`src/rtl/lane_training_ctrl_if.sv`:
```
// rtl/lane_training_ctrl_if.sv - lane controller to timer/PHY signal bundle
interface lane_training_ctrl_if;
    logic lane_disable;
    logic tdisabled_min;
    logic tdisconnect_tx_min;
    logic tconnect_rx_min;
    logic tdisconnect_rx_min;
    logic ttraining_error_timeout;
    logic tgen4_ts1_timeout;
    logic tgen4_ts2_timeout;
    logic ts1_rcvd;
    logic ts2_rcvd;
    logic ts2_tx_done;
    logic fsm_disabled;
    logic disconnected_s;
    logic fsm_training;
    logic ts1_gen4_s;
    logic ts2_gen4_s;
    logic send_ts1;
    logic send_ts2;
    logic cl0_active;
    logic [2:0] lane_state;
    logic training_error;
    logic lane_fail;

    modport master (
        input  lane_disable, tdisabled_min, tdisconnect_tx_min, tconnect_rx_min,
               tdisconnect_rx_min, ttraining_error_timeout, tgen4_ts1_timeout,
               tgen4_ts2_timeout, ts1_rcvd, ts2_rcvd, ts2_tx_done,
        output fsm_disabled, disconnected_s, fsm_training, ts1_gen4_s, ts2_gen4_s,
               send_ts1, send_ts2, cl0_active, lane_state, training_error, lane_fail
    );

    modport slave (
        output lane_disable, tdisabled_min, tdisconnect_tx_min, tconnect_rx_min,
               tdisconnect_rx_min, ttraining_error_timeout, tgen4_ts1_timeout,
               tgen4_ts2_timeout, ts1_rcvd, ts2_rcvd, ts2_tx_done,
        input  fsm_disabled, disconnected_s, fsm_training, ts1_gen4_s, ts2_gen4_s,
               send_ts1, send_ts2, cl0_active, lane_state, training_error, lane_fail
    );
endinterface

```
`src/rtl/lane_training_ctrl.sv`:
```
// rtl/lane_training_ctrl.sv - USB4 lane Disabled/Disconnected/TS1/TS2/CL0 sequencer
module lane_training_ctrl #(
    parameter int TS1_REQ   = 2,
    parameter int TS2_REQ   = 2,
    parameter int TS2_SEND  = 16,
    parameter int MAX_RETRY = 3
) (
    input  logic                        sb_clk,
    input  logic                        rst,
    lane_training_ctrl_if.master        bus
);
    typedef enum logic [2:0] {
        ST_DISABLED = 3'd0,
        ST_DISCONN  = 3'd1,
        ST_TS1      = 3'd2,
        ST_TS2      = 3'd3,
        ST_CL0      = 3'd4
    } state_t;

    localparam logic [7:0] TS1_MAX  = 8'(TS1_REQ);
    localparam logic [7:0] TS2R_MAX = 8'(TS2_REQ);
    localparam logic [7:0] TS2T_MAX = 8'(TS2_SEND);
    localparam logic [3:0] LAST_TRY = 4'(MAX_RETRY - 1);

    state_t     state, state_nx;
    logic [7:0] ts1_cnt, ts2_rx_cnt, ts2_tx_cnt;
    logic [7:0] ts1_nx, ts2_rx_nx, ts2_tx_nx;
    logic [3:0] retry_cnt;
    logic       fail, fail_cond, training_error_q, lane_fail_q;

    always_comb begin
        state_nx  = ST_DISABLED;
        fail      = 1'b0;
        ts1_nx    = ts1_cnt;
        ts2_rx_nx = ts2_rx_cnt;
        ts2_tx_nx = ts2_tx_cnt;
        fail_cond = 1'b0;

        // Counts include this cycle's pulse so advancement needs no extra cycle
        if (state == ST_TS1 && bus.ts1_rcvd && ts1_cnt < TS1_MAX)
            ts1_nx = ts1_cnt + 8'd1;
        if (state == ST_TS2 && bus.ts2_rcvd && ts2_rx_cnt < TS2R_MAX)
            ts2_rx_nx = ts2_rx_cnt + 8'd1;
        if (state == ST_TS2 && bus.ts2_tx_done && ts2_tx_cnt < TS2T_MAX)
            ts2_tx_nx = ts2_tx_cnt + 8'd1;

        if (state == ST_TS1)
            fail_cond = bus.ttraining_error_timeout | bus.tgen4_ts1_timeout;
        else if (state == ST_TS2)
            fail_cond = bus.ttraining_error_timeout | bus.tgen4_ts2_timeout;

        if (bus.lane_disable) begin
            state_nx = ST_DISABLED;
        end else if ((state == ST_TS1 || state == ST_TS2 || state == ST_CL0) &&
                     bus.tdisconnect_rx_min) begin
            state_nx = ST_DISCONN;
        end else if (fail_cond) begin
            fail     = 1'b1;
            state_nx = (retry_cnt == LAST_TRY) ? ST_DISABLED : ST_DISCONN;
        end else begin
            case (state)
                ST_DISABLED: state_nx = (bus.tdisabled_min && !lane_fail_q) ? ST_DISCONN : ST_DISABLED;
                ST_DISCONN:  state_nx = (bus.tconnect_rx_min && bus.tdisconnect_tx_min) ? ST_TS1 : ST_DISCONN;
                ST_TS1:      state_nx = (ts1_nx >= TS1_MAX) ? ST_TS2 : ST_TS1;
                ST_TS2:      state_nx = (ts2_rx_nx >= TS2R_MAX && ts2_tx_nx >= TS2T_MAX) ? ST_CL0 : ST_TS2;
                ST_CL0:      state_nx = ST_CL0;
                default:     state_nx = ST_DISABLED;
            endcase
        end
    end

    always_ff @(posedge sb_clk or negedge rst) begin
        if (!rst) begin
            state            <= ST_DISABLED;
            ts1_cnt          <= '0;
            ts2_rx_cnt       <= '0;
            ts2_tx_cnt       <= '0;
            retry_cnt        <= '0;
            training_error_q <= 1'b0;
            lane_fail_q      <= 1'b0;
        end else begin
            state            <= state_nx;
            training_error_q <= fail;
            if (state_nx != state) begin
                ts1_cnt    <= '0;
                ts2_rx_cnt <= '0;
                ts2_tx_cnt <= '0;
            end else begin
                ts1_cnt    <= ts1_nx;
                ts2_rx_cnt <= ts2_rx_nx;
                ts2_tx_cnt <= ts2_tx_nx;
            end
            if (bus.lane_disable)
                retry_cnt <= '0;
            else if (fail)
                retry_cnt <= retry_cnt + 4'd1;
            else if (state_nx == ST_CL0 && state != ST_CL0)
                retry_cnt <= '0;
            if (bus.lane_disable)
                lane_fail_q <= 1'b0;
            else if (fail && retry_cnt == LAST_TRY)
                lane_fail_q <= 1'b1;
        end
    end

    assign bus.lane_state     = state;
    assign bus.fsm_disabled   = (state == ST_DISABLED);
    assign bus.disconnected_s = (state == ST_DISCONN);
    assign bus.fsm_training   = (state == ST_TS1) || (state == ST_TS2);
    assign bus.ts1_gen4_s     = (state == ST_TS1);
    assign bus.send_ts1       = (state == ST_TS1);
    assign bus.ts2_gen4_s     = (state == ST_TS2);
    assign bus.send_ts2       = (state == ST_TS2);
    assign bus.cl0_active     = (state == ST_CL0);
    assign bus.training_error = training_error_q;
    assign bus.lane_fail      = lane_fail_q;
endmodule

```
`src/flat_wrapper.sv`:
```
// flat-port wrapper written by rule: the top's interface ports become plain ports
module lane_training_ctrl_flat 
#(
    parameter int TS1_REQ   = 2,
    parameter int TS2_REQ   = 2,
    parameter int TS2_SEND  = 16,
    parameter int MAX_RETRY = 3
)
  (sb_clk, rst, bus_lane_disable, bus_tdisabled_min, bus_tdisconnect_tx_min, bus_tconnect_rx_min, bus_tdisconnect_rx_min, bus_ttraining_error_timeout, bus_tgen4_ts1_timeout, bus_tgen4_ts2_timeout, bus_ts1_rcvd, bus_ts2_rcvd, bus_ts2_tx_done, bus_fsm_disabled, bus_disconnected_s, bus_fsm_training, bus_ts1_gen4_s, bus_ts2_gen4_s, bus_send_ts1, bus_send_ts2, bus_cl0_active, bus_lane_state, bus_training_error, bus_lane_fail);
  lane_training_ctrl_if bus_i ();
  input  logic sb_clk;
  input  logic rst;
  input wire logic [$bits(bus_i.lane_disable)-1:0] bus_lane_disable;
  input wire logic [$bits(bus_i.tdisabled_min)-1:0] bus_tdisabled_min;
  input wire logic [$bits(bus_i.tdisconnect_tx_min)-1:0] bus_tdisconnect_tx_min;
  input wire logic [$bits(bus_i.tconnect_rx_min)-1:0] bus_tconnect_rx_min;
  input wire logic [$bits(bus_i.tdisconnect_rx_min)-1:0] bus_tdisconnect_rx_min;
  input wire logic [$bits(bus_i.ttraining_error_timeout)-1:0] bus_ttraining_error_timeout;
  input wire logic [$bits(bus_i.tgen4_ts1_timeout)-1:0] bus_tgen4_ts1_timeout;
  input wire logic [$bits(bus_i.tgen4_ts2_timeout)-1:0] bus_tgen4_ts2_timeout;
  input wire logic [$bits(bus_i.ts1_rcvd)-1:0] bus_ts1_rcvd;
  input wire logic [$bits(bus_i.ts2_rcvd)-1:0] bus_ts2_rcvd;
  input wire logic [$bits(bus_i.ts2_tx_done)-1:0] bus_ts2_tx_done;
  output wire logic [$bits(bus_i.fsm_disabled)-1:0] bus_fsm_disabled;
  output wire logic [$bits(bus_i.disconnected_s)-1:0] bus_disconnected_s;
  output wire logic [$bits(bus_i.fsm_training)-1:0] bus_fsm_training;
  output wire logic [$bits(bus_i.ts1_gen4_s)-1:0] bus_ts1_gen4_s;
  output wire logic [$bits(bus_i.ts2_gen4_s)-1:0] bus_ts2_gen4_s;
  output wire logic [$bits(bus_i.send_ts1)-1:0] bus_send_ts1;
  output wire logic [$bits(bus_i.send_ts2)-1:0] bus_send_ts2;
  output wire logic [$bits(bus_i.cl0_active)-1:0] bus_cl0_active;
  output wire logic [$bits(bus_i.lane_state)-1:0] bus_lane_state;
  output wire logic [$bits(bus_i.training_error)-1:0] bus_training_error;
  output wire logic [$bits(bus_i.lane_fail)-1:0] bus_lane_fail;
  assign bus_i.lane_disable = bus_lane_disable;
  assign bus_i.tdisabled_min = bus_tdisabled_min;
  assign bus_i.tdisconnect_tx_min = bus_tdisconnect_tx_min;
  assign bus_i.tconnect_rx_min = bus_tconnect_rx_min;
  assign bus_i.tdisconnect_rx_min = bus_tdisconnect_rx_min;
  assign bus_i.ttraining_error_timeout = bus_ttraining_error_timeout;
  assign bus_i.tgen4_ts1_timeout = bus_tgen4_ts1_timeout;
  assign bus_i.tgen4_ts2_timeout = bus_tgen4_ts2_timeout;
  assign bus_i.ts1_rcvd = bus_ts1_rcvd;
  assign bus_i.ts2_rcvd = bus_ts2_rcvd;
  assign bus_i.ts2_tx_done = bus_ts2_tx_done;
  assign bus_fsm_disabled = bus_i.fsm_disabled;
  assign bus_disconnected_s = bus_i.disconnected_s;
  assign bus_fsm_training = bus_i.fsm_training;
  assign bus_ts1_gen4_s = bus_i.ts1_gen4_s;
  assign bus_ts2_gen4_s = bus_i.ts2_gen4_s;
  assign bus_send_ts1 = bus_i.send_ts1;
  assign bus_send_ts2 = bus_i.send_ts2;
  assign bus_cl0_active = bus_i.cl0_active;
  assign bus_lane_state = bus_i.lane_state;
  assign bus_training_error = bus_i.training_error;
  assign bus_lane_fail = bus_i.lane_fail;
  lane_training_ctrl #(.TS1_REQ(TS1_REQ), .TS2_REQ(TS2_REQ), .TS2_SEND(TS2_SEND), .MAX_RETRY(MAX_RETRY)) u_core (.sb_clk(sb_clk), .rst(rst), .bus(bus_i));
endmodule
```
`config.mk`:
```
export PLATFORM = sky130hd
export DESIGN_NAME = lane_training_ctrl_flat
export DESIGN_NICKNAME = d
export VERILOG_FILES = /design/src/rtl/lane_training_ctrl_if.sv /design/src/rtl/lane_training_ctrl.sv /design/src/flat_wrapper.sv
export SDC_FILE = /design/constraint.sdc
export NUM_CORES = 1
export LEC_CHECK = 0
export CAP_MARGIN = 20
export CORE_UTILIZATION = 48
export CTS_CLUSTER_DIAMETER = 60
export DETAILED_ROUTE_END_ITERATION = 6
export GPL_TIMING_DRIVEN = 0
export PLACE_DENSITY_LB_ADDON = 0.05
export SLEW_MARGIN = 20
export SYNTH_ARGS = -nofsm -noshare
export SYNTH_HDL_FRONTEND = slang
export SYNTH_SLANG_ARGS = --single-unit
```
`constraint.sdc`:
```
create_clock -name sb_clk -period 1.77 [get_ports sb_clk]
set_clock_uncertainty 0.1 [all_clocks]
set_input_delay 0.177 -clock sb_clk [delete_from_list [all_inputs] [get_ports sb_clk]]
set_output_delay 0.177 -clock sb_clk [all_outputs]
set_load 0.03 [all_outputs]
```
---- Word level (Yosys, flattened, before mapping) ----
Index checks and enable logic that the tools add are counted.
operators by class
  add/subtract/negate cells ............... 4
  multipliers ............................. 0
  divide/modulo/power cells ............... 0
  order comparisons ....................... 6
  eq/ne operators ......................... 8
  shift operators ......................... 0
  muxes and demuxes ....................... 25
  bitwise gates (word level) .............. 2
  reductions and logical operators ........ 18
operators by type and width
  kind                                                                    count
  8-bit two-way mux                                                       6
  8-bit by 1-bit adder with 8-bit output (second input constant)          3
  8-bit by 2-bit >= comparator with 1-bit output (second input constant)  2
  8-bit by 2-bit < comparator with 1-bit output (second input constant)   2
  3-bit case mux with 5 select lines                                      1
  1-bit logical AND                                                       12
  3-bit two-way mux                                                       4
  4-bit two-way mux                                                       3
  1-bit two-way mux                                                       10
  8-bit by 5-bit >= comparator with 1-bit output (second input constant)  1
  8-bit by 5-bit < comparator with 1-bit output (second input constant)   1
  3-bit by 2-bit equality test with 1-bit output (second input constant)  2
  3-bit equality test (second input constant)                             2
  4-bit by 1-bit adder with 4-bit output (second input constant)          1
  4-bit by 2-bit equality test with 1-bit output (second input constant)  1
  3-bit by 1-bit equality test with 1-bit output (second input constant)  1
  3-bit zero test                                                         1
  3-bit inequality test                                                   1
  3-bit inequality test (second input constant)                           1
  3-bit nonzero test                                                      1
  1-bit logical OR                                                        2
  2-bit two-way mux                                                       1
  1-bit bitwise OR                                                        2
  2-bit nonzero test                                                      1
  1-bit zero test                                                         1
storage, ports and cells
  register bits ........................... 33
  latch bits .............................. 0
  RAM bits ................................ 0
  bits in read-only memories .............. 0
  input bits .............................. 13
  word-level logic and storage cells ...... 70
  memories kept ........................... 0

---- Logic depth before layout (Yosys ltp) ----
Gate-level depths: netlist of the first run.
  depth in word-level cells ............... 16
  gate-level depth with buffers ........... 8
  depth with buffers taken out ............ 6

---- Least setup slack after synthesis of the first run ----
OpenSTA, ideal clock, no wires.
  kind .................................... register -> register
  from .................................... reg u_core.state[1], in the netlist u_core.bus.lane_state[1]
  to ...................................... reg u_core.ts1_cnt[3]
  library setup time ...................... 0.119 ns
  arrival time ............................ 2.499 ns
  setup slack ............................. -0.948 ns
  stages on the path, launching flop included .. 8
  path buffers ............................ 2
  cells stage by stage .................... dfrtp_1 -> buf_2 -> nor3b_1 -> o31a_1 -> o221ai_2 -> o211a_4 -> buf_6 -> and2_1
between the ends
  elaborated cells on any way between the ends .. 31
  classes of those cells .................. 3 x order compare; 5 x eq/ne; 12 x mux; 11 x reduce/logical
RTL lines
  element                                           line                      text
  start: declaration                                lane_training_ctrl.sv:25  state_t state, state_nx;
  start signal: assignment                          lane_training_ctrl.sv:82  state <= state_nx;
  3-bit by 2-bit equality test with 1-bit output *  n/a
  net bus_send_ts1                                  flat_wrapper.sv:29        output wire logic [$bits(bus_i.send_ts1)-1:0] bus_send_ts1;
  1-bit logical AND (2 in a row)                    lane_training_ctrl.sv:40  if (state == ST_TS1 && bus.ts1_rcvd && ts1_cnt < TS1_MAX)
  8-bit two-way mux                                 lane_training_ctrl.sv:40
  8-bit by 2-bit >= comparator with 1-bit output    lane_training_ctrl.sv:64  ST_TS1: state_nx = (ts1_nx >= TS1_MAX) ? ST_TS2 : ST_TS1;
  1-bit two-way mux                                 lane_training_ctrl.sv:64
  3-bit case mux with 5 select lines                lane_training_ctrl.sv:61  case (state)
  3-bit two-way mux                                 lane_training_ctrl.sv:57  end else if (fail_cond) begin
  3-bit two-way mux                                 lane_training_ctrl.sv:54  end else if ((state == ST_TS1 || state == ST_TS2 || state == ST_CL0) &&
  3-bit two-way mux                                 lane_training_ctrl.sv:52  if (bus.lane_disable) begin
  3-bit inequality test                             lane_training_ctrl.sv:84  if (state_nx != state) begin
  8-bit two-way mux *                               lane_training_ctrl.sv:84
  end signal: assignment                            lane_training_ctrl.sv:89  ts1_cnt <= ts1_nx;
  end: declaration                                  lane_training_ctrl.sv:26  logic [7:0] ts1_cnt, ts2_rx_cnt, ts2_tx_cnt;
The timed path passes the listed nets; every way through them passes the cells marked *.
A chain may end at the register's enable or synchronous reset.

---- Final worst setup path of the first run ----
  from .................................... reg u_core.ts1_cnt[6]
  to ...................................... reg u_core.ts2_tx_cnt[5]
between the ends
  longest elaborated chain between the ends .. 11
  elaborated cells on any way between the ends .. 12
  classes of those cells .................. 1 x add/sub; 2 x order compare; 1 x eq/ne; 7 x mux; 1 x reduce/logical
ends and longest elaborated chain
  element                                           line                      text
  8-bit by 2-bit < comparator with 1-bit output     lane_training_ctrl.sv:40
  1-bit logical AND                                 lane_training_ctrl.sv:40
  8-bit two-way mux *                               lane_training_ctrl.sv:40
  8-bit by 2-bit >= comparator with 1-bit output *  lane_training_ctrl.sv:64
  1-bit two-way mux *                               lane_training_ctrl.sv:64
  3-bit case mux with 5 select lines *              lane_training_ctrl.sv:61
  3-bit two-way mux *                               lane_training_ctrl.sv:57
  3-bit two-way mux *                               lane_training_ctrl.sv:54
  3-bit two-way mux *                               lane_training_ctrl.sv:52
  3-bit inequality test *                           lane_training_ctrl.sv:84
  8-bit two-way mux *                               lane_training_ctrl.sv:84
  end signal: assignment                            lane_training_ctrl.sv:91  ts2_tx_cnt <= ts2_tx_nx;
  end: declaration                                  lane_training_ctrl.sv:26
Every way passes the cells marked *; elsewhere a longest branch is shown, timed or not.

==> metrics.sh, run 1 <==
SYNTH_TOP_AREA_SHARE_PCT=49.2
YOSYS_WARNINGS=0
FMAXACHIEVABLE_MHz=494
ROOT_BUFFER='clkbuf_4'
SYNTH.YOSYS.SEQ_AREA_SHARE_PCT=49.2
TRITONCTS.NUM_BUFFERS=5
WORSTSETUPSTARTPOINTTYPE='flop'
IO_PINS=26
DRT-VIAS-PER-INSTANCE=5.41
GLOBAL_ROUTE.USAGE.TOTAL_PCT=23.1
WORSTSKEWPAIRLATENCY_NS=0.34
CAP_VIOL_MAX_COUNT=0
CRITICAL_PATH.ENDPOINT_TYPE='flop'
DR.PASS1.ITERS=5
SLEW_VIOLATIONS=0
FINALCOREUTILIZATION_PCT=70.5
DP_SLACK_NS=-0.351
POSTSYNTH.ASYNCRESETSHARE_PCT=100
GLOBAL_ROUTE_WIRE_LENGTH_BEFORE_REPAIR_MM=6.25
CTS_HTREE_LEVELS=2
DETAILEDROUTE.FIRSTITERATIONVIOLATIONS=91
YS_FF_LATCH=33
ROUTE.DETAILED.WL_PER_INST_UM=14.9
FAILED_CHECKS='setup timing'
FINAL_MIN_PERIOD_OVER_CLOCK_PERIOD_PCT=114
FINAL_HOLD_SLACK_NS=0.319
SETUP-TNS-FINAL_NS=-5.76
WORST_PIN_SLEW_NS=0.741
SYN-INSTANCE-COUNT=169
RUN_STATUS='finished, violations left'
POST_CTS_CLOCK_SLEW_AT_THE_LAUNCH_AND_CAPTURE_REGISTERS_OF_THE_WORST_SETUP_AND_HOLD_PATHS_NS=0.11
POWER_LEAKAGE_uW=0.00107
CLKSINKCOUNT=33
REG2REG_DEPTH=6
LAYOUT_SETUP_WS_NS=-0.256
HOLD_VIOL_FINAL=0
SYNTH_COMMONEST_CELLS='dfrtp_1 (33), nor2_1 (23), and2_1 (13)'
ANT_NETS=0
POST-ROUTE-MIN-PERIOD_NS=2.03
SYN-MEAN-INSTANCE-AREA_UM2=9.94
P_R_AREA_GROWTH_VS_SYN_PCT=40.1
SYNTH_NETS=187
STD_CELL_ROWS=21
SYNTH_ENABLE_FLOP_CELLS=0
INSERTEDDIODECOUNT=0
CLOCKBUFFERDEPTH=2
POWER_DENSITY_nW_PER_UM2=665
TIMING.CRITICAL_PATH.ARRIVAL_NS=2.21
R2R_SETUP_SLACK_NS=-0.26
SYNTH_AREA_LEADER_CELL='dfrtp_1'
PLACE_CONGESTION=0.810
HPWL_MM=2.56
TIMING_WORST_SETUP_PATH_TYPE='flop to flop'
POST-SYNTH-TOP-COUNT-CELL='dfrtp_1'
TIMING.RR.START='u_core.ts1_cnt[6]'
REGTOREGENDPOINT='u_core.ts2_tx_cnt[5]'
SLEW_HEADROOM_PCT=50.6
INITIAL_UTILIZATION_PCT=50.3
NETLIST-CELL-TYPE-COUNT=42
CTS_TREE='yes'
REMAINING_DRC_ERRORS=0
DIEHEIGHT_UM=61.1
DIE_X_UM=61.1
BUFFER_PORTS.INSERTED=25
CRIT_PATH_MAX_FANOUT=5
LARGEST_NET_DEGREE_AT_THE_START_OF_GLOBAL_ROUTING=34
RSZ_0062_RAISED_AFTER_GLOBAL_ROUTING='true'
DESIGN.CORE.AREA_UM2=3340
YS_TOP_CELLS_BY_AREA='dfrtp_1 (49%), nor2_1 (5.1%), and2_1 (4.8%)'
POSTSYNTH.TOPFLOPCELL='dfrtp_1'
DESIGN.DIE.AREA_UM2=3740
NETS=233
ANTENNA_FOUND_INITIAL=0
SETUP_VIOLATIONS=30
POWER.IR.VDD_WORST_mV=0.495
VIA_COUNT_OF_THE_FIRST_GLOBAL_ROUTING_PASS=1364
SYNTHESIS.AREA_UM2=1680
WORST-ENDPOINT-REQUIRED_NS=1.95
DR_TOTAL_VIAS=1418
POWER.TOTAL_uW=1560
ROUTED_WL_MM=3.91
GLOBAL_ROUTE.OVERFLOW_TOTAL=0
POST_ROUTE_CELLS_DRIVE_ABOVE_1_SHARE_PCT=31.5
WORST_HOLD_PATH_TYPE='primary input to asynchronous set/reset pin'
-- per-layer routing --
| metal | vias to the layer above | track usage, % | wire [um] |
|---|---|---|---|
| met5 | - | 0 | 0 |
| met4 | 0 | 8.77 | 80 |
| met1 | 678 | 31.8 | 1860 |
| li1 | 690 | - | - |
| met2 | 41 | 35.4 | 1780 |
| met3 | 9 | 5.67 | 181 |
-- placed cells by master, fill, tap and decap left out, drive strengths merged, types with 5 or more instances in the layout --
| master | count |
|---|---|
| a21oi | 8 |
| and2 | 13 |
| buf | 30 |
| clkbuf | 7 |
| clkdlybuf4s50 | 15 |
| dfrtp | 33 |
| ha | 5 |
| inv | 6 |
| nand2 | 7 |
| nor2 | 23 |
| nor3 | 7 |
| o21ai | 5 |
-- how the worst max path moves through the flow --
stage	endpoint	cells after the start	start	slack [ns]
final	u_core.ts2_tx_cnt[5]	6	u_core.ts1_cnt[6]	-0.26
after floorplan	u_core.ts1_cnt[3]	7	u_core.bus.lane_state[2]	-0.31
after global placement	u_core.ts2_tx_cnt[5]	7	bus_lane_disable	-0.32
after detailed placement	u_core.ts2_rx_cnt[3]	7	bus_lane_disable	-0.35
after CTS	u_core.ts2_rx_cnt[3]	6	u_core.ts1_cnt[6]	-0.30
after global routing	u_core.ts2_rx_cnt[0]	6	u_core.ts1_cnt[6]	-0.34
-- critical path, stage by stage (launching register included) --
cell and delay [ns]:
dfrtp_1 0.40, or4_4 0.54, o31a_1 0.29, o221ai_2 0.19, o211a_4 0.22, buf_6 0.11
and2_1 0.12
-- through the flow --
step	std cells	instance area, um2
3_3_place_gp	240	2050
2_1_floorplan	169	1740
4_1_cts	254	2200
3_5_place_dp	240	2040
6_report	262	2350
5_1_grt	262	2350
-- power breakdown --
part / leakage (uW) / switching, uW / internal, uW / total [uW]
clock network: 0.0000310 / 277 / 150 / 427
registers: 0.000455 / 11.1 / 764 / 775
logic: 0.000589 / 189 / 173 / 362
total: 0.00107 / 477 / 1090 / 1560
-- what timing repair did --
item / CTS / global route
buffers inserted: 5 / 8
gates resized for setup: 49 / 33
gates cloned: 1 / 0
hold buffers: 1 / 0
endpoints found under the hold margin: 33 / 0
pin swaps: 6 / 11
endpoints found under the setup margin: 39 / 37
-- kinds of logic (layout without fill, tap and decap cells) --
kind of cell	after synthesis	count (layout)	share of synthesized area, %
AO/OA/AOI/OAI	33	33	14.4
XOR/XNOR	6	6	3.13
adder cells (fa/ha/maj)	5	5	3.73
buffers and inverters	16	63	4.77
flip-flops	33	33	49.2
multiplexers	3	3	1.86
AND/OR/NAND/NOR	73	73	23.0
-- registers in the layout, summed over array words and instances (netlist names) --
signal / cells
u_core.ts2_tx_cnt: 8
u_core.retry_cnt: 4
u_core.bus.lane_state: 3
u_core.bus.lane_fail: 1
u_core.ts2_rx_cnt: 8
u_core.bus.training_error: 1
u_core.ts1_cnt: 8
-- cell type report --
class	instances	area (um2)
Fill cell	261	985
Multi-Input combinational cell	120	938
Sequential cell	33	830
Timing Repair Buffer	40	359
Buffer	9	90.1
Tap cell	46	57.6
Clock buffer	5	37.5
Inverter	6	22.5
Clock inverter	3	17.5
Note: power is estimated with default switching activity, not from simulation.
==> inputs of run 2 (changes only) <==
CAP_MARGIN = not set   (was 20)
==> results of run 2 <==
Same layout as run 1: the final DEF is identical, and so are final timing and power.
==> inputs of run 3 (changes only) <==
CORE_UTILIZATION = 53   (was 48)
SKIP_LAST_GASP = 1   (was not set)
clock period = 1.9 ns   (was 1.77 ns; I/O delays follow)
==> metrics.sh, run 3 (same netlist as run 1, synthesis figures left out) <==
RUN_STATUS='finished, violations left'
FAILED_CHECKS='setup timing'
DESIGN.DIE.AREA_UM2=3400
POST_ROUTE_CELLS_DRIVE_ABOVE_1_SHARE_PCT=31.8
VIA_COUNT_OF_THE_FIRST_GLOBAL_ROUTING_PASS=1383
WORSTSKEWPAIRLATENCY_NS=0.34
POWER_SWITCHING_SHARE_PCT=28.3
HOLD_VIOL_FINAL=0
REMAINING_DRC_ERRORS=0
COMB_POWER_SHARE_PCT=21.3
DESIGN.CORE.AREA_UM2=3030
HPWL_MM=2.49
WORSTSETUPSTARTPOINTTYPE='flop'
DR_TOTAL_VIAS=1455
WORST_PIN_SLEW_NS=0.716
TRITONCTS.NUM_BUFFERS=5
SLEW_VIOLATIONS=0
POST_DP_CELL_AREA_UM2=2040
CLOCKBUFFERDEPTH=2
CTS_HTREE_LEVELS=2
DIE_X_UM=58.3
POWER.NET_SWITCHING_uW=450
P_INT_uW=1140
NETS=234
CRITICAL_PATH.ENDPOINT_TYPE='flop'
ROOT_BUFFER='clkbuf_4'
SLEW_HEADROOM_PCT=52.3
POST_CTS_CLOCK_SLEW_AT_THE_LAUNCH_AND_CAPTURE_REGISTERS_OF_THE_WORST_SETUP_AND_HOLD_PATHS_NS=0.11
REG2REG_DEPTH=6
FINALNONFILLERCELLS=261
IO_PINS=26
WORST-ENDPOINT-REQUIRED_NS=2.07
DRT-VIAS-PER-INSTANCE=5.57
LAYOUT_SETUP_WS_NS=-0.187
DP_SLACK_NS=-0.258
TIMING.RR.START='u_core.ts1_cnt[4]'
SEQ_POWER_SHARE_PCT=45.1
POST-ROUTE-MIN-PERIOD_NS=2.09
CLKPWRFRAC_PCT=33.5
DIEHEIGHT_UM=58.3
DETAILEDROUTE.FIRSTITERATIONVIOLATIONS=73
FINAL_MIN_PERIOD_OVER_CLOCK_PERIOD_PCT=110
CTS_TREE='yes'
REGTOREGENDPOINT='u_core.ts2_tx_cnt[0]'
ANT_NETS=0
POWER_LEAKAGE_uW=0.00107
GLOBAL_ROUTE_WIRE_LENGTH_BEFORE_REPAIR_MM=6.03
FINAL_HOLD_SLACK_NS=0.332
FINALCOREUTILIZATION_PCT=77.4
CRIT_PATH_MAX_FANOUT=5
ANTENNA_FOUND_INITIAL=0
WORST_HOLD_PATH_TYPE='primary input to asynchronous set/reset pin'
CLKSINKCOUNT=33
POWER.IR.VDD_WORST_mV=0.557
LEADING_CELL_TYPE_IN_THE_LAYOUT_FILL_AND_TAPS_EXCLUDED='dfrtp_1'
DR.PASS1.ITERS=4
P_R_AREA_GROWTH_VS_SYN_PCT=39.6
PLACED_CELLS_INCL_TAPS=238
RSZ_0062_RAISED_AFTER_GLOBAL_ROUTING='true'
POWER_DENSITY_nW_PER_UM2=679
ROUTE.DETAILED.WL_PER_INST_UM=14.5
TIMING.CRITICAL_PATH.ARRIVAL_NS=2.26
FMAXACHIEVABLE_MHz=479
INSERTEDDIODECOUNT=0
ROUTED_WL_MM=3.77
FINAL_CELL_MIX='dfrtp_1 (30), buf_4 (18), nor2_1 (16), clkdlybuf4s50_1 (16), and2_1 (10)'
GLOBAL_ROUTE.OVERFLOW_TOTAL=0
SETUP_VIOLATIONS=24
STD_CELL_ROWS=20
R2R_SETUP_SLACK_NS=-0.19
FINAL_DESIGN_AREA_NO_FILL_UM2=2340
TIMING_WORST_SETUP_PATH_TYPE='flop to flop'
CAP_VIOL_MAX_COUNT=0
LARGEST_NET_DEGREE_AT_THE_START_OF_GLOBAL_ROUTING=34
GLOBAL_ROUTE.USAGE.TOTAL_PCT=23.6
BUFFER_PORTS.INSERTED=25
INITIAL_UTILIZATION_PCT=55.5
TOP_FLOP_REGS='u_core.ts1_cnt x8, u_core.ts2_rx_cnt x8, u_core.ts2_tx_cnt x8'
PLACE_CONGESTION=0.827
==> run 3: cell count changes in the layout (fill, tap and decap cells not counted), moves of 2 or more <==
cell,previous run,this run
clkbuf_4,5,7
nor2_1,23,16
buf_8,2,0
nor3_1,2,4
buf_2,5,2
clkinv_2,2,0
and2_1,8,10
nor2_2,0,5
and2_4,5,3
buf_6,12,3
nor3_2,3,1
clkbuf_2,0,2
nor2_4,0,2
buf_4,11,18
==> run 3: worst max-delay path, cell delays in order, from the launching register on <==
cell	delay [ns]
dfrtp_1	0.40
or4_4	0.54
o31a_1	0.29
o221ai_2	0.20
o211ai_1	0.19
buf_4	0.22
nor2_4	0.09
==> run 3: timing repair <==
item / in CTS / in global routing
gates cloned: 1 / 1
setup buffers: 8 / 4
resized for setup: 24 / 35
pin swaps: 6 / 11
hold endpoints to repair: 33 / 0
hold buffers: 1 / 0
setup endpoints to repair: 35 / 34
==> run 3: per-stage QoR <==
step	power, uW	TNS, ns
finish	1590	-3.29
global route	1650	-4.58
CTS	1570	-4.01
detailed placement	1020	-6.04
global placement	1010	-6.97
floorplan	913	-3.17
==> run 3: metal layers <==
metal / track usage, % / wire length [um] / vias up
met1: 32.0 / 1760 / 719
met4: 8.16 / 44 / 0
met2: 37.6 / 1830 / 38
met5: 0 / 0 / -
li1: - / - / 692
met3: 5.36 / 145 / 6
==> run 3: final cells by class <==
| type | instances | area (um2) |
|---|---|---|
| sequential | 33 | 830 |
| clock inverter | 3 | 46.3 |
| multi-input combinational | 120 | 930 |
| fill | 206 | 683 |
| clock buffer | 5 | 37.5 |
| buffer | 10 | 77.6 |
| tap | 44 | 55.1 |
| timing repair buffer | 40 | 347 |
| inverter | 6 | 22.5 |
==> run 3: power by group through the flow <==
stage | logic, uW | registers, uW | clock network [uW]
final | 340 | 719 | 534
after global routing | 361 | 720 | 571
after CTS | 305 | 719 | 548
after detailed placement | 284 | 733 | 0
after global placement | 279 | 732 | 0
after floorplan | 172 | 742 | 0
==> run 3: worst max path at each step <==
stage                                   from                    to  slack [ns]  cells past startpoint
detailed placement          bus_lane_disable  u_core.ts2_rx_cnt[6]       -0.26                      7
finish                     u_core.ts1_cnt[4]  u_core.ts2_tx_cnt[0]       -0.19                      6
CTS                 u_core.bus.lane_state[0]        bus_ts2_gen4_s       -0.21                      5
global placement            bus_lane_disable  u_core.ts2_rx_cnt[3]       -0.20                      7
global route               u_core.ts1_cnt[4]  u_core.ts2_tx_cnt[4]       -0.23                      6
floorplan           u_core.bus.lane_state[2]     u_core.ts1_cnt[3]       -0.18                      7
==> edit 1 (settings of run 3) <==
Put a register stage on the output `bus.fsm_disabled`. The value now appears one clock later.
--- a/src/rtl/lane_training_ctrl.sv
+++ b/src/rtl/lane_training_ctrl.sv
@@ -104,7 +104,9 @@
     end
 
     assign bus.lane_state     = state;
-    assign bus.fsm_disabled   = (state == ST_DISABLED);
+    always_ff @(posedge sb_clk) begin
+        bus.fsm_disabled <= (state == ST_DISABLED);
+    end
     assign bus.disconnected_s = (state == ST_DISCONN);
     assign bus.fsm_training   = (state == ST_TS1) || (state == ST_TS2);
     assign bus.ts1_gen4_s     = (state == ST_TS1);
Check against the original RTL: not equivalent (a bounded check fails within 4 cycles, from zero or initial values and one cycle with rst low).
==> edit 1 against run 3 <==
Sequential share of layout area down 2.1 points; the run still ends with setup timing left; cell area grew 9.0%; critical endpoint is now u_core.ts2_tx_cnt[6]$_DFF_PN0_; count of clock-buffer cells in the layout grew 2; largest power group unchanged; area after synthesis rose by 13%; global-route usage shrank 1.3 points; combinational power is 8.5% higher; routed wire length up 12%; sequential cell count up 1; non-clock buffer count fell by 5; critical path type unchanged; die area increased by 12%; total power fell by 3.4%; maximum frequency shrank 4.1%; setup slack got worse by 0.088 ns.
==> edit 1: results <==
set metrics [dict create \
    synthTopCellsByCount "dfrtp_1 (33), nor2_1 (17), nor3_2 (11)" \
    violations "setup timing" \
    reg2regPathDepth 8 \
    synth_compound_gate_area_share_pct 13.0 \
    grt_usage_pct 22.3 \
    grt_use_met2_pct 35.6 \
    async_flop_share_pct 97.1 \
    muxShareOfSynthArea_pct 1.12 \
    ir_drop_v 0.000475 \
    worst_pin_slew_ns 0.727 \
    drive_above_1_share_pct 36.2 \
    fin_hold_ws_ns 0.326 \
    max_stage_delay_ns 0.45 \
    fin_nets 238 \
    dpl_cell_area_um2 2240 \
    power_density_nw_per_um2 602 \
    num-fill-cells 223 \
    drcViolationCount 0 \
    yosysSeqAreaShare_pct 44.7 \
    worstPathArrival_ns 2.34 \
    fin_tns_setup_ns -5.49 \
    setup_slack_ns -0.276 \
    swShare_pct 30.2 \
    drt-wirelength-per-cell_um 15.8 \
    crit_start "u_core.retry_cnt[0]$_DFFE_PN0P_" \
    crit_fanout 8 \
    syn_nets 197 \
    crit_path_top_delay_cell "o311a_4" \
    leakagePower_nw 1.08 \
    drtIter0Drc 81 \
    htree_levels 2 \
    avgViaCountPerCell 5.80 \
    grt_max_degree 34 \
    use_met3_pct 5.59 \
    synth_cells 179 \
    wl_met2_um 2150 \
    comb_power_share_pct 24.0 \
    synth_xor_area_share_pct 2.31 \
    route.met3.wl_um 167 \
    place_congestion 0.850 \
    dpl_worst_slack_ns -0.298 \
    dr.pass1.iters 4 \
    wl_met1_um 1850 \
    dpl.cell_count 250 \
    grt_first_pass_wirelength_um 6210 \
    cts_root_buffer "clkbuf_4" \
    hp-class "in -> async" \
    powerClk_uw 424 \
    grt_pass1_vias 1410 \
    post_synth_fa_ha_maj_area_fraction_pct 3.30 \
    crit_end "u_core.ts2_tx_cnt[6]$_DFF_PN0_" \
    synth_cell_types 51 \
    status "complete, but fails checks" \
    setup_viol 25 \
    dp_hpwl_um 2820 \
    vias 1549 \
    met1_usage_pct 30.2 \
    synth.area.top_cells "dfrtp_1 (44%), nor3b_2 (5.9%), nor3_2 (5.8%), nor2_1 (3.4%), ha_1 (3.3%)" \
]
-- edit 1: layout make-up --
cell class | count | area (um^2) | area share [%]
buffer | 11 | 123 | 4.80
clock buffer | 7 | 55.1 | 2.15
multi-input combinational | 125 | 1100 | 43.0
clock inverter | 1 | 5.00 | 0.196
sequential | 34 | 850 | 33.2
tap | 46 | 57.6 | 2.25
inverter | 9 | 37.5 | 1.47
timing repair buffer | 34 | 330 | 12.9
-- edit 1: worst register-to-register path: stages, from the launching register on --
cell	delay (ns)
dfrtp_1	0.40
inv_2	0.08
ha_4	0.12
or3b_4	0.39
o211ai_1	0.13
a21oi_2	0.10
o311a_4	0.45
clkbuf_16	0.19
nor3b_2	0.14
-- edit 1: timing repair --
| action | CTS | global route |
|---|---|---|
| endpoints found under the hold margin | 33 | 0 |
| setup endpoints to repair | 35 | 36 |
| setup buffers | 3 | 4 |
| pin swaps | 2 | 29 |
| resized for setup | 23 | 46 |
| hold buffers | 1 | 0 |
| cloned | 0 | 2 |
==> edit 2 (config.mk and constraints of run 3) <==
Without the edit above. `TS2_SEND` is set to 16 in 2 places; all go to 12.
--- a/src/rtl/lane_training_ctrl.sv
+++ b/src/rtl/lane_training_ctrl.sv
@@ -2,7 +2,7 @@
 module lane_training_ctrl #(
     parameter int TS1_REQ   = 2,
     parameter int TS2_REQ   = 2,
-    parameter int TS2_SEND  = 16,
+    parameter int TS2_SEND  = 12,
     parameter int MAX_RETRY = 3
 ) (
     input  logic                        sb_clk,
--- a/src/flat_wrapper.sv
+++ b/src/flat_wrapper.sv
@@ -3,7 +3,7 @@
 #(
     parameter int TS1_REQ   = 2,
     parameter int TS2_REQ   = 2,
-    parameter int TS2_SEND  = 16,
+    parameter int TS2_SEND  = 12,
     parameter int MAX_RETRY = 3
 )
   (sb_clk, rst, bus_lane_disable, bus_tdisabled_min, bus_tdisconnect_tx_min, bus_tconnect_rx_min, bus_tdisconnect_rx_min, bus_ttraining_error_timeout, bus_tgen4_ts1_timeout, bus_tgen4_ts2_timeout, bus_ts1_rcvd, bus_ts2_rcvd, bus_ts2_tx_done, bus_fsm_disabled, bus_disconnected_s, bus_fsm_training, bus_ts1_gen4_s, bus_ts2_gen4_s, bus_send_ts1, bus_send_ts2, bus_cl0_active, bus_lane_state, bus_training_error, bus_lane_fail);
Formal check against the unedited RTL: same outputs for any inputs over 10 cycles, from zero or initial values and one cycle with rst low; that may be too few to reach the edited logic, so the function may still have changed.
==> edit 2 against run 3 <==
Sequential share of layout area shrank 7.7 points; total power is 3.5% higher; sequential cell count unchanged; area after synthesis is 34% higher; setup slack lost 0.46 ns; routed wire length increased by 46%; highest routed layer unchanged; the flow still finishes with violations (setup timing); cell area rose by 28%; core utilization decreased by 2.9 points; non-clock buffer count rose by 19.
==> edit 2: results <==
set metrics [dict create \
    status "complete, but fails checks" \
    violations "setup timing" \
    grt_usage_pct 25.9 \
    clk_latency_ns 0.29 \
    synth_cell_types 49 \
    dpl_worst_slack_ns -1.03 \
    synth.area.top_cells "dfrtp_1 (37%), mux2i_1 (11%), o211ai_1 (7.7%), nand3b_1 (6.3%), ha_1 (2.8%)" \
    initial_core_util_pct 55.8 \
    place_congestion 0.798 \
    yosysSeqAreaShare_pct 36.7 \
    drtIter0Drc 91 \
    setup_slack_ns -0.645 \
    worstPathArrival_ns 2.65 \
    slew_headroom_pct 58.1 \
    portBuffers 24 \
    setup_viol 31 \
    grt_pass1_vias 1884 \
    dp_hpwl_um 3710 \
    reg2regPathDepth 8 \
    grt_max_degree 24 \
    clkTransAtPathRegs_ns 0.07 \
    vias 2030 \
    hp-class "in -> reg" \
    grt_first_pass_wirelength_um 8670 \
    num-fill-cells 301 \
    cts_root_buffer "clkbuf_8" \
    r2r_end "u_core.ts1_cnt[5]$_DFF_PN0_" \
    drt-wirelength-per-cell_um 16.4 \
    rr_startpoint "u_core.ts2_rx_cnt[0]$_DFF_PN0_" \
    syn_nets 248 \
]
## edit 2: cells by family after synthesis
| group | count (synthesis) | synth area share (%) |
|---|---|---|
| mux | 27 | 12.1 |
| fa+ha+maj | 5 | 2.78 |
| simple gates | 76 | 20.8 |
| compound gates | 59 | 20.1 |
| xor+xnor | 4 | 1.56 |
| buf+inv | 26 | 5.95 |
| flops | 33 | 36.7 |
## edit 2: how the worst max path moves through the flow
stage / from / to
finish: u_core.ts2_rx_cnt[0]$_DFF_PN0_ / u_core.ts1_cnt[5]$_DFF_PN0_
CTS: u_core.ts2_tx_cnt[5]$_DFF_PN0_ / u_core.ts1_cnt[5]$_DFF_PN0_
detailed placement: bus_tgen4_ts1_timeout / u_core.ts2_tx_cnt[4]$_DFF_PN0_
global placement: bus_tgen4_ts2_timeout / u_core.ts2_rx_cnt[5]$_DFF_PN0_
global route: u_core.bus.lane_state[0]$_DFF_PN0_ / u_core.ts2_rx_cnt[0]$_DFF_PN0_
floorplan: u_core.bus.lane_state[0]$_DFF_PN0_ / u_core.ts2_rx_cnt[0]$_DFF_PN0_
## edit 2: layout make-up
cell class,instances,area [um^2],share of cell area [%]
timing repair buffer,50,469,15.6
tap,50,62.6,2.08
inverter,6,22.5,0.750
sequential,33,831,27.7
buffer,19,140,4.66
multi-input combinational,171,1400,46.6
clock buffer,8,80.1,2.67
## edit 2: timing repair
item	in CTS	in global routing
gates cloned	1	0
hold buffers	1	0
pin swaps	7	8
resized for setup	22	16
endpoints found under the hold margin	33	0
setup endpoints to repair	39	36
setup buffers	12	12
## edit 2: per-layer routing
| metal | global-route usage, % | wire length [um] | vias to the layer above |
|---|---|---|---|
| met5 | 0 | 0 | - |
| met4 | 7.45 | 34 | 0 |
| met3 | 6.42 | 249 | 5 |
| met2 | 44.9 | 2720 | 49 |
| met1 | 31.5 | 2510 | 998 |
| li1 | - | - | 978 |
## edit 2: metrics by stage
| stage | setup TNS [ns] | std cells | hold slack (ns) |
|---|---|---|---|
| after floorplan | -14.62 | 230 | -0.206 |
| after global placement | -30.21 | 304 | 0.403 |
| after detailed placement | -23.86 | 305 | -0.00223 |
| after CTS | -16.35 | 326 | 0.147 |
| after global routing | -18.71 | 337 | 0.147 |
| final | -16.52 | 337 | 0.154 |
## edit 2: worst max-delay path, stage by stage, from the launching register on
cell      delay [ns]
dfrtp_1         0.42
ha_4            0.26
o211a_4         0.24
o41ai_4         0.46
o21ai_4         0.10
a221oi_4        0.40
buf_4           0.19
buf_8           0.11
mux2i_1         0.18
## edit 2: where the power goes
group / leakage (nW) / internal [mW] / switching (mW)
Combinational: 0.831 / 0.195 / 0.218
Clock: 0.0395 / 0.260 / 0.257
Sequential: 0.453 / 0.710 / 0.00861
Total: 1.32 / 1.17 / 0.483
